### src/rtl/salida_cociente.sv
// salida_cociente: shifts one divider quotient bit per cycle into an N-bit register and flags completion.
// Ports: clk, reset (async, active-high), i_start (restart pulse), i_a (00 none, 10 bit0, 01 bit1, 11 illegal),
// q (quotient), o_count (bits accepted), o_busy (accumulating), o_done (q final), o_err (sticky protocol error).
module salida_cociente #(
  parameter int N = 8,
  parameter bit LSB_FIRST = 1'b0,
  localparam int CW = $clog2(N + 1)
) (
  input  logic          clk,
  input  logic          reset,
  input  logic          i_start,
  input  logic [1:0]    i_a,
  output logic [N-1:0]  q,
  output logic [CW-1:0] o_count,
  output logic          o_busy,
  output logic          o_done,
  output logic          o_err
);
  typedef enum logic [1:0] {IDLE, ACC, DONE} state_t;
  state_t state, state_n;
  logic [N-1:0] q_n;
  logic [CW-1:0] count_n;
  logic err_n;
  logic valid, b;
  assign valid = i_a[1] ^ i_a[0];
  assign b = i_a == 2'b01;
  always_comb begin
    state_n = state;
    q_n = q;
    count_n = o_count;
    err_n = o_err;
    if (i_start) begin
      state_n = ACC;
      q_n = '0;
      count_n = '0;
      err_n = 1'b0;
    end else begin
      case (state)
        ACC: begin
          err_n = o_err | (i_a == 2'b11);
          if (valid) begin
            q_n = LSB_FIRST ? {b, q[N-1:1]} : {q[N-2:0], b};
            count_n = o_count + 1'b1;
            state_n = (count_n == CW'(N)) ? DONE : ACC;
          end
        end
        IDLE, DONE: err_n = o_err | (i_a != 2'b00);
        default: state_n = IDLE;
      endcase
    end
  end
  // busy/done are decoded from the next state so they stay registered, aligned with state
  always_ff @(posedge clk or posedge reset) begin
    if (reset) begin
      state <= IDLE;
      q <= '0;
      o_count <= '0;
      o_err <= 1'b0;
      o_busy <= 1'b0;
      o_done <= 1'b0;
    end else begin
      state <= state_n;
      q <= q_n;
      o_count <= count_n;
      o_err <= err_n;
      o_busy <= state_n == ACC;
      o_done <= state_n == DONE;
    end
  end
endmodule

### config.mk
export PLATFORM = sky130hd
export DESIGN_NAME = salida_cociente
export DESIGN_NICKNAME = d
export VERILOG_FILES = /design/src/rtl/salida_cociente.sv
export SDC_FILE = /design/constraint.sdc
export NUM_CORES = 1
export LEC_CHECK = 0
export ABC_CLOCK_PERIOD_IN_PS = 2029
export BUFFER_PORTS_ARGS = -buffer_cell sky130_fd_sc_hd__buf_2
export CAP_MARGIN = 20
export CORE_AREA = 2 2 43 45
export CTS_CLUSTER_DIAMETER = 120
export DETAILED_ROUTE_END_ITERATION = 6
export DIE_AREA = 0 0 45 47
export PLACE_DENSITY = 0.75
export SLEW_MARGIN = 5
export SYNTH_ARGS = -nofsm -noshare
export SYNTH_HDL_FRONTEND = slang
export SYNTH_SLANG_ARGS = --single-unit
### constraint.sdc
create_clock -name clk -period 2.03 [get_ports clk]
set_input_delay 0.203 -clock clk [delete_from_list [all_inputs] [get_ports clk]]
set_output_delay 0.203 -clock clk [all_outputs]
set_load 0.03 [all_outputs]
==> summary.md <==
| Metric | Value |
|---|---|
| Xor and xnor area share after synthesis | 4.42% |
| R2R Setup Slk | 0.56 ns |
| WL per Instance | 12.6 um |
| Routability cong. | 0.702 |
| Clock Skew | 0.00238 ns |
| Drt first-iter violations | 5 |
| Hold Crit Endpoint | q[7] |
| Post-synth top area cell | dfrtp_1 |
| Post-synthesis compound-gate area fraction | 5.99% |
| DRT Pass-1 Iters | 3 |
| Post-synth cell types | 18 |
| Vias per cell | 5.06 |
| DIE WIDTH | 45 um |
| R2R depth | 4 |
| Syn_nets | 81 |
| Largest family of logic cells by synthesized area | simple AND/OR/NAND/NOR gates |
| DIE AREA | 2120 sq um |
| Vias in the first global route | 512 |
| Share of layout cells above drive strength 1 | 26.9% |
| Max clock buf depth | 2 |
| Tightest hold margin | 0.268 ns |
| IO Count | 20 |
| Most common cell after layout, fill and taps aside | buf_2 |
| GR Util All Layers | 15.1% |
| RR Endpoint | o_done |
| Final period util | 72.4% |
| Fin. max-slew vios | 0 |
| Routed Antenna Nets | 0 |
| Sequential area share after synthesis | 53.6% |
| Crit end category | flop |
| Row count | 15 |
| Status | completed |
| Max VDD drop | 0.321 mV |
| N_diodes | 0 |
| Relative slew slack | 58.3% |
| WS Path Type | reg2reg |
| Largest net degree at the start of global routing | 19 |
| Hpwl dp | 997 um |
| Slowest stage cell, crit path | dfrtp_1 |
| Min-Delay Path Class | in2reg |
| Simple-gate area share of the yosys netlist | 12.9% |
| PortBufs | 19 |
| Crit path required time | 2.21 ns |
| Post-Synth Adder-Cell Area | 7.89% |
| Avg Cell Area, Syn | 11.2 sq um |
| Startpoint types | flop |
| Leakage | 0.000523 uW |
| Chip Height | 47 um |
| FMAX | 680 MHz |
| Max Cap Viol | 0 |
| Gate Count Post-Synth | 71 |
| GRT overflow | 0 |
| Slowest stage delay, CP | 0.45 ns |
| Synth top area cells | dfrtp_1 (54%), mux2i_1 (11%), ha_1 (7.9%), nor2_1 (7.1%), o41ai_1 (2.2%) |
| Via count | 557 |
| Total negative setup slack | 0 ns |
| Final wirelength | 1390 um |
| Core area | 1650 sq um |
| Initial Util | 48.0% |
| Mux cell area share after synthesis | 11.4% |
| Minimum clock period | 1.47 ns |
| CTS tree | done |
| Most frequent cells in the layout | buf_2 (19), dfrtp_1 (17), nor2_1 (15) |
| Area grow syn2layout | 18.5% |
| Crit-path max FO | 5 |
| Final setup fails | 0 |
| Clock transition at path regs | 0.10 ns |
| Worst Hold Launch | i_start |
| First-pass GRT wire length | 2170 um |
| Synth top area share | 53.6% |
| Synthesized cell area | 793 sq um |
| Clk root buf | clkbuf_4 |
| Clk sink count | 17 |
| H-tree depth | 1 |
| Final nets | 104 |
| Final Hold Violating Endpoints | 0 |
| Crit path cell chain | ha_1, xnor2_1, nand3_1, o41ai_1 |
| Power Dens Cells | 676 nW/um^2 |
| DRC | 0 |
| Unrepaired setup endpoints after global routing | false |
| Worst r2r src | o_count[0] |
| TritonCTS Buffers | 3 |
| WP data arrival | 1.65 ns |
| Initial antenna violation count | 0 |
| Clk_lat worst skew | 0.29 ns |
| Synth Register Bits | 17 |
| Yosys Warn Count | 0 |
| Worst slew pin tran | 0.625 ns |
| WHS Path Cells | 2 |
-- critical path, delay by kind of cell, from the launching register on --
family	cells	cell delay [ns]
AOI/OAI and AO/OA	1	0.34
adders and majority gates	1	0.24
DFF	1	0.45
and+or+nand+nor	1	0.15
xor gates and xnor gates	1	0.17
-- routing by layer --
layer	wire length (um)	global-route usage, %
met5	0	0
met4	41	10.6
met3	47	3.46
met2	653	25.1
met1	644	17.1
-- registers in the layout, indices dropped and copies added (netlist names) --
register / flops
q: 8
o_count: 4
state: 2
o_busy: 1
o_done: 1
o_err: 1
-- final cells by class --
cell class	instances	area, sq um
multi-input combinational	47	338
clock buffer	3	22.5
timing repair buffer	21	113
clock inverter	1	5.00
tap	17	21.3
sequential	17	425
inverter	4	15.0
fill	146	712
-- report_power, final --
| part | internal [uW] | switching, uW | leakage (uW) |
|---|---|---|---|
| sequential | 348 | 10.7 | 0.000224 |
| clock | 73.3 | 109 | 0.0000177 |
| combinational | 34.2 | 59.9 | 0.000281 |
-- per-stage QoR --
step	util [%]	worst slack, ns	std cells	area [sq um]	total power, uW
detailed placement	54.6	0.505	105	902	459
global route	56.9	0.378	110	940	659
finish	56.9	0.560	110	940	635
global placement	54.6	0.564	105	902	456
floorplan	-	0.606	71	793	434
CTS	56.9	0.521	110	940	641
-- cell usage after synthesis (all sizes together) --
master / instances
dfrtp: 17
nor2: 15
mux2i: 9
ha: 5
inv: 4
a21oi: 2
clkbuf: 2
nand3: 2
nand3b: 2
o21bai: 2
o41ai: 2
xnor2: 2
xor2: 2
buf: 1
nand2b: 1
o21ai: 1
or3: 1
or3b: 1
-- worst max path at each step --
stage	endpoint	slack (ns)	from	cells past startpoint
5_1_grt	o_done	0.38	o_count[0]	4
3_3_place_gp	q[4]	0.56	i_a[0]	7
4_1_cts	o_done	0.52	o_count[0]	4
3_5_place_dp	q[5]	0.51	i_a[0]	7
6_report	o_done	0.56	o_count[0]	4
2_1_floorplan	o_done	0.61	o_count[0]	4
-- timing repair --
action | CTS | global route
hold buffers | 1 | 0
buffers inserted | 0 | 0
gates resized for setup | 0 | 0
endpoints found under the hold margin | 17 | 0
-- cells by family (layout without fill, tap and decap cells) --
group,count (synthesis),count (layout)
AOI/OAI and AO/OA,7,7
adders and majority gates,5,5
muxes,9,9
and+or+nand+nor,22,22
buffers and inverters,7,29
DFF,17,17
xor gates and xnor gates,4,4
No activity file was read; power rests on OpenSTA's default activity.
